File: config.mk
export PLATFORM = sky130hd
export DESIGN_NAME = amul_err_stats_flat
export DESIGN_NICKNAME = d
export VERILOG_FILES = /design/src/rtl/amul_err_stats_if.sv /design/src/rtl/amul_err_stats.sv /design/src/flat_wrapper.sv
export SDC_FILE = /design/constraint.sdc
export NUM_CORES = 1
export LEC_CHECK = 0
export CAP_MARGIN = 5
export CORE_MARGIN = 5
export CORE_UTILIZATION = 30
export DETAILED_ROUTE_END_ITERATION = 8
export SETUP_SLACK_MARGIN = 0.3
export SYNTH_ARGS = -nofsm -noshare
export SYNTH_HDL_FRONTEND = slang
export SYNTH_SLANG_ARGS = --single-unit
File: constraint.sdc
create_clock -name i_clk -period 11.9 [get_ports i_clk]
set_input_delay 2.975 -clock i_clk [delete_from_list [all_inputs] [get_ports i_clk]]
set_output_delay 2.975 -clock i_clk [all_outputs]
set_load 0.05 [all_outputs]
File: src/rtl/amul_err_stats_if.sv
// Sample-in / record-out handshake bundle for the approximate-multiplier error statistics stage.
interface amul_err_stats_if #(
    parameter int WIN_LOG2 = 8
);
    logic                       in_valid;
    logic                       in_ready;
    logic [7:0]                 x;
    logic [7:0]                 y;
    logic [15:0]                z_apx;
    logic                       out_valid;
    logic                       out_ready;
    logic [16+WIN_LOG2-1:0]     sum_abs_err;
    logic [32+WIN_LOG2-1:0]     sum_sq_err;
    logic [17+WIN_LOG2-1:0]     bias;
    logic [15:0]                max_abs_err;
    logic [WIN_LOG2:0]          err_count;

    modport master (
        output in_valid, x, y, z_apx, out_ready,
        input  in_ready, out_valid, sum_abs_err, sum_sq_err, bias, max_abs_err, err_count
    );

    modport slave (
        input  in_valid, x, y, z_apx, out_ready,
        output in_ready, out_valid, sum_abs_err, sum_sq_err, bias, max_abs_err, err_count
    );
endinterface

File: src/rtl/amul_err_stats.sv
// Windowed error statistics (abs, squared, signed bias, max, count) of an 8x8 approximate
// multiplier against the exact product, reported once per 2^WIN_LOG2 samples.
//
// state    | meaning
// S_ACCUM  | accepting samples, accumulating
// S_DRAIN  | window full, last stage-1 sample being accumulated
// S_REPORT | record presented, waiting for out_ready
module amul_err_stats #(
    parameter int WIN_LOG2 = 8
) (
    input  logic              i_clk,
    input  logic              i_rst,
    input  logic              i_clear,
    amul_err_stats_if.slave   bus
);
    localparam logic [1:0] S_ACCUM  = 2'd0;
    localparam logic [1:0] S_DRAIN  = 2'd1;
    localparam logic [1:0] S_REPORT = 2'd2;

    localparam logic [WIN_LOG2:0] C_LAST = {1'b0, {WIN_LOG2{1'b1}}};
    localparam logic [WIN_LOG2:0] C_ONE  = {{WIN_LOG2{1'b0}}, 1'b1};

    logic [1:0]                 r_state;
    logic [WIN_LOG2:0]          r_cnt;
    logic                       r_s1_v;
    logic [7:0]                 r_x;
    logic [7:0]                 r_y;
    logic [15:0]                r_z;
    logic [16+WIN_LOG2-1:0]     r_sum_abs;
    logic [32+WIN_LOG2-1:0]     r_sum_sq;
    logic [17+WIN_LOG2-1:0]     r_bias;
    logic [15:0]                r_max;
    logic [WIN_LOG2:0]          r_err_cnt;

    logic                       w_in_ready;
    logic                       w_accept;
    logic [15:0]                w_prod;
    logic [16:0]                w_err;
    logic [15:0]                w_abs;
    logic [31:0]                w_sq;
    logic                       w_nz;

    assign w_in_ready = (r_state == S_ACCUM);
    assign w_accept   = bus.in_valid && w_in_ready;

    assign w_prod = {8'd0, r_x} * {8'd0, r_y};
    assign w_err  = {1'b0, r_z} - {1'b0, w_prod};
    // Magnitude taken from the ordered difference so no 17-bit negate is needed.
    assign w_abs  = (r_z >= w_prod) ? (r_z - w_prod) : (w_prod - r_z);
    assign w_sq   = {16'd0, w_abs} * {16'd0, w_abs};
    assign w_nz   = (r_z != w_prod);

    always_ff @(posedge i_clk or posedge i_rst) begin
        if (i_rst) begin
            r_state   <= S_ACCUM;
            r_cnt     <= '0;
            r_s1_v    <= 1'b0;
            r_x       <= '0;
            r_y       <= '0;
            r_z       <= '0;
            r_sum_abs <= '0;
            r_sum_sq  <= '0;
            r_bias    <= '0;
            r_max     <= '0;
            r_err_cnt <= '0;
        end else if (i_clear) begin
            r_state   <= S_ACCUM;
            r_cnt     <= '0;
            r_s1_v    <= 1'b0;
            r_sum_abs <= '0;
            r_sum_sq  <= '0;
            r_bias    <= '0;
            r_max     <= '0;
            r_err_cnt <= '0;
        end else begin
            r_s1_v <= w_accept;
            if (w_accept) begin
                r_x <= bus.x;
                r_y <= bus.y;
                r_z <= bus.z_apx;
            end

            if (r_s1_v) begin
                r_sum_abs <= r_sum_abs + {{WIN_LOG2{1'b0}}, w_abs};
                r_sum_sq  <= r_sum_sq + {{WIN_LOG2{1'b0}}, w_sq};
                r_bias    <= r_bias + {{WIN_LOG2{w_err[16]}}, w_err};
                r_err_cnt <= r_err_cnt + {{WIN_LOG2{1'b0}}, w_nz};
                if (w_abs > r_max)
                    r_max <= w_abs;
            end

            case (r_state)
                S_ACCUM: begin
                    if (w_accept) begin
                        r_cnt <= r_cnt + C_ONE;
                        if (r_cnt == C_LAST)
                            r_state <= S_DRAIN;
                    end
                end
                S_DRAIN: r_state <= S_REPORT;
                S_REPORT: begin
                    // s1_v is always 0 here, so this zeroing cannot race an accumulate.
                    if (bus.out_ready) begin
                        r_state   <= S_ACCUM;
                        r_cnt     <= '0;
                        r_sum_abs <= '0;
                        r_sum_sq  <= '0;
                        r_bias    <= '0;
                        r_max     <= '0;
                        r_err_cnt <= '0;
                    end
                end
                default: r_state <= S_ACCUM;
            endcase
        end
    end

    assign bus.in_ready    = w_in_ready;
    assign bus.out_valid   = (r_state == S_REPORT);
    assign bus.sum_abs_err = r_sum_abs;
    assign bus.sum_sq_err  = r_sum_sq;
    assign bus.bias        = r_bias;
    assign bus.max_abs_err = r_max;
    assign bus.err_count   = r_err_cnt;
endmodule

File: src/flat_wrapper.sv
// flat-port wrapper written by rule: the top's interface ports become plain ports
module amul_err_stats_flat 
#(
    parameter int WIN_LOG2 = 8
)
  (i_clk, i_rst, i_clear, bus_in_valid, bus_x, bus_y, bus_z_apx, bus_out_ready, bus_in_ready, bus_out_valid, bus_sum_abs_err, bus_sum_sq_err, bus_bias, bus_max_abs_err, bus_err_count);
  amul_err_stats_if #(.WIN_LOG2(WIN_LOG2)) bus_i ();
  input  logic i_clk;
  input  logic i_rst;
  input  logic i_clear;
  input wire logic [$bits(bus_i.in_valid)-1:0] bus_in_valid;
  input wire logic [$bits(bus_i.x)-1:0] bus_x;
  input wire logic [$bits(bus_i.y)-1:0] bus_y;
  input wire logic [$bits(bus_i.z_apx)-1:0] bus_z_apx;
  input wire logic [$bits(bus_i.out_ready)-1:0] bus_out_ready;
  output wire logic [$bits(bus_i.in_ready)-1:0] bus_in_ready;
  output wire logic [$bits(bus_i.out_valid)-1:0] bus_out_valid;
  output wire logic [$bits(bus_i.sum_abs_err)-1:0] bus_sum_abs_err;
  output wire logic [$bits(bus_i.sum_sq_err)-1:0] bus_sum_sq_err;
  output wire logic [$bits(bus_i.bias)-1:0] bus_bias;
  output wire logic [$bits(bus_i.max_abs_err)-1:0] bus_max_abs_err;
  output wire logic [$bits(bus_i.err_count)-1:0] bus_err_count;
  assign bus_i.in_valid = bus_in_valid;
  assign bus_i.x = bus_x;
  assign bus_i.y = bus_y;
  assign bus_i.z_apx = bus_z_apx;
  assign bus_i.out_ready = bus_out_ready;
  assign bus_in_ready = bus_i.in_ready;
  assign bus_out_valid = bus_i.out_valid;
  assign bus_sum_abs_err = bus_i.sum_abs_err;
  assign bus_sum_sq_err = bus_i.sum_sq_err;
  assign bus_bias = bus_i.bias;
  assign bus_max_abs_err = bus_i.max_abs_err;
  assign bus_err_count = bus_i.err_count;
  amul_err_stats #(.WIN_LOG2(WIN_LOG2)) u_core (.i_clk(i_clk), .i_rst(i_rst), .i_clear(i_clear), .bus(bus_i));
endmodule
==> impl_metrics.toml <==
[global_routing]
largest_net_degree_at_the_start_of_global_routing = 87
grt_util_all_layers = 0.1644
first_global_vias = 18007
antenna_found_initial = 0
grt_pass1_wl_mm = 100.2
grt_overflow_total = 0

[hold_path]
worstHoldStart = "u_core.r_cnt[5]"
worst_hold_path_type = "reg2reg"
timing.hold.worst_endpoint = "u_core.r_cnt[5]"
timing.hold.worst_path_depth = 1

[final_layout]
n_antenna_cell = 0
num-nets-final = 3234
signed_area_change_from_the_synthesized_netlist_to_the_final_layout_pct = 27.25
fin_util = 0.3859
drive_above_1_share = 0.1784
n_fill_cell = 7085
layout.cell_area.non_filler_um2 = 27070

[setup_path]
worst-setup-path-type = "reg2reg"
worstReg2RegStart = "u_core.r_x[3]"
worst_setup_path_end_kind = "flop"
timing.critical_path.slowest_cell_delay_ns = 0.57
worst_reg2reg_setup_slack_ns = 0.44
timing.rr.end = "u_core.bus.sum_sq_err[39]"
critPathMaxFanout = 6
r2r_cells = 49
slowest_stage = "sky130_fd_sc_hd__fa_1"
startpoint_type = "flop"
critical_path_arrival_ns = 11.85
critPathRequiredTime_ns = 12.28
timing.critical_path.mode_cell = "sky130_fd_sc_hd__fa_1"

[clocking]
ctsRootBufferMaster = "sky130_fd_sc_hd__clkbuf_16"
cts.sinks = 158
clock_latency_ns = 0.50
cts_buffers = 17
cts_htree_levels = 4
cts.path.max_buffers = 2
tritoncts = "done"
cts.reportedPaths.clkPinSlew_ns = 0.08

[sta]
final.setup.tns_ns = 0
final-hold-violation-count = 0
finalMaxSlewViolations = 0
tightest_slew_ns = 0.9924
final_min_period_over_clock_period = 0.9633
relSlewSlack = 0.3384
timing.final.crit_period_ns = 11.46
fmax_mhz = 87.24
final.setup_skew_ns = 0.01822
rsz0062_at_grt = "yes"
setup_viol = 0
layout_setup_ws_ns = 0.4373

[synthesis]
number_of_nets_produced_by_synthesis = 2904
synth.yosys.seq_area_share = 0.1858
synthesis.instances = 2398
synth_edf_count = 0
syn_std_cell_area_um2 = 21280
synth.lib_cells_used.distinct = 92
postSynthAreaPerCell_um2 = 8.872
yosys_most_used_dff = "sky130_fd_sc_hd__dfrtp_1"
postSynth.asyncResetShare = 1.000
synth_seq_cells = 158
yosysWarnings = 0

[routing]
route.detailed.vias_per_inst = 4.760
ant_nets = 0
detail_route.drc_violations = 0
routed-via-count = 17521
avgRoutedWirePerCell_um = 17.04
routed_wl_mm = 62.73
drt_first_iter_violations = 1066
dr.pass1.iters = 5

[floorplan]
fp.dieH_um = 276.3
die_width_um = 276.3
coreArea_um2 = 70150
num_rows = 97
io_pins = 153
initial_utilization = 0.3033
floorplan.die_area_um2 = 76340

[placed_design]
dpl-instance-area_um2 = 25130
place.port_buffers = 152
dp_worst_slack_ns = -0.1672
hpwl_mm = 50.26
globalplace.congestion = 0.9526

[outcome]
run_status = "completed"

[run]
max_cap_violations = 0
## area by class of cell
type / count / area (um^2) / area share
clock buffers: 17 / 425.4 / 0.01571
clock inverters: 15 / 168.9 / 0.006239
inverters: 451 / 1737 / 0.06415
multi-input cells: 1712 / 16120 / 0.5955
flip-flops and latches: 158 / 3964 / 0.1464
well taps: 940 / 1176 / 0.04344
repair buffers: 388 / 3481 / 0.1286
## kinds of logic (layout without fill, tap and decap cells)
logic type,count (synthesis),in the layout,share of synthesized area
AOI/OAI and AO/OA,436,436,0.1350
xor gates and xnor gates,108,108,0.04552
adders and majority gates,469,469,0.3584
buffers and inverters,528,871,0.09774
DFF,158,158,0.1858
muxes,75,75,0.03670
and+or+nand+nor,624,624,0.1408
## synthesized netlist by cell type, types with 16 or more instances
cell / n / share of area
sky130_fd_sc_hd__inv_1: 440 / 0.078
sky130_fd_sc_hd__ha_1: 235 / 0.14
sky130_fd_sc_hd__fa_1: 234 / 0.22
sky130_fd_sc_hd__nor2_1: 207 / 0.037
sky130_fd_sc_hd__nand2_1: 180 / 0.032
sky130_fd_sc_hd__dfrtp_1: 158 / 0.19
sky130_fd_sc_hd__a21oi_1: 113 / 0.027
sky130_fd_sc_hd__o21ai_0: 93 / 0.022
sky130_fd_sc_hd__a21o_1: 70 / 0.025
sky130_fd_sc_hd__and2_1: 65 / 0.019
sky130_fd_sc_hd__xnor2_1: 65 / 0.027
sky130_fd_sc_hd__mux2i_1: 55 / 0.026
sky130_fd_sc_hd__xor2_1: 40 / 0.016
sky130_fd_sc_hd__clkbuf_1: 33 / 0.0058
sky130_fd_sc_hd__nand2b_1: 25 / 0.0074
sky130_fd_sc_hd__nand3_1: 24 / 0.0056
sky130_fd_sc_hd__buf_2: 23 / 0.0054
sky130_fd_sc_hd__a31oi_1: 19 / 0.0056
sky130_fd_sc_hd__a211oi_1: 18 / 0.0064
sky130_fd_sc_hd__mux2_2: 18 / 0.0095
sky130_fd_sc_hd__o21a_1: 18 / 0.0064
sky130_fd_sc_hd__nand4_1: 17 / 0.0050
sky130_fd_sc_hd__nor2b_1: 17 / 0.0050
sky130_fd_sc_hd__nor3_1: 16 / 0.0038
sky130_fd_sc_hd__o21bai_1: 16 / 0.0056
## cell usage in the layout, fill, tap and decap left out, drive strengths merged, types with 102 or more instances in the layout
master	count
o21ai	102
ha	235
nor2	213
inv	457
fa	234
a21oi	114
nand2	182
dfrtp	158
clkdlybuf4s50	152
buf	236
## metal layers
| layer | GRT usage | part of all wire | up-vias | wire length, um |
|---|---|---|---|---|
| met4 | 0.03867 | 0.020 | 0 | 1242 |
| met5 | 0 | 0 | - | 0 |
| met2 | 0.2827 | 0.49 | 384 | 30710 |
| met3 | 0.03147 | 0.050 | 65 | 3159 |
| met1 | 0.2149 | 0.44 | 8625 | 27610 |
| li1 | - | - | 8447 | - |
## what timing repair did
item	in CTS	in global routing
pin swaps	60	88
hold buffers	0	0
gates resized for setup	81	146
buffers inserted	20	24
endpoints found under the setup margin	17	25
## worst max path at each step
stage,cells past startpoint,endpoint,slack [ns],start
6_report,49,u_core.bus.sum_sq_err[39],0.44,u_core.r_x[3]
5_1_grt,55,u_core.bus.sum_sq_err[39],0.05,u_core.r_y[2]
4_1_cts,49,u_core.bus.sum_sq_err[39],0.30,u_core.r_x[3]
3_5_place_dp,48,u_core.bus.sum_sq_err[39],-0.17,u_core.r_y[2]
3_3_place_gp,51,u_core.bus.sum_sq_err[33],-0.11,u_core.r_x[2]
2_1_floorplan,48,u_core.bus.sum_sq_err[36],0.32,u_core.r_x[5]
## flip-flops by register name, indices dropped and copies added (netlist names), 2 cells and up
| name | flops |
|---|---|
| u_core.bus.sum_sq_err | 40 |
| u_core.bus.max_abs_err | 16 |
| u_core.bus.bias | 25 |
| u_core.r_z | 16 |
| u_core.r_cnt | 9 |
| u_core.r_x | 8 |
| u_core.r_y | 8 |
| u_core.r_state | 2 |
| u_core.bus.err_count | 9 |
| u_core.bus.sum_abs_err | 24 |
## metrics by stage
step | hold slack [ns] | instances
floorplan | 0.4718 | 2398
global placement | 0.5068 | 3605
detailed placement | 0.5079 | 3605
CTS | 0.5182 | 3657
global route | 0.5429 | 3681
finish | 0.5179 | 3681
## critical path: cells and delay by family, from the launching register on
kind,cells,cell delay [ns]
AO/OA/AOI/OAI,11,1.88
flip-flops,1,0.44
XOR/XNOR,1,0.06
adder cells (fa/ha/maj),13,5.85
AND/OR/NAND/NOR,11,1.78
buffers and inverters,13,1.32
Power is left out: the tool's default activity adds up to more than one toggle a clock period on the data nets, which glitch-free logic cannot reach.
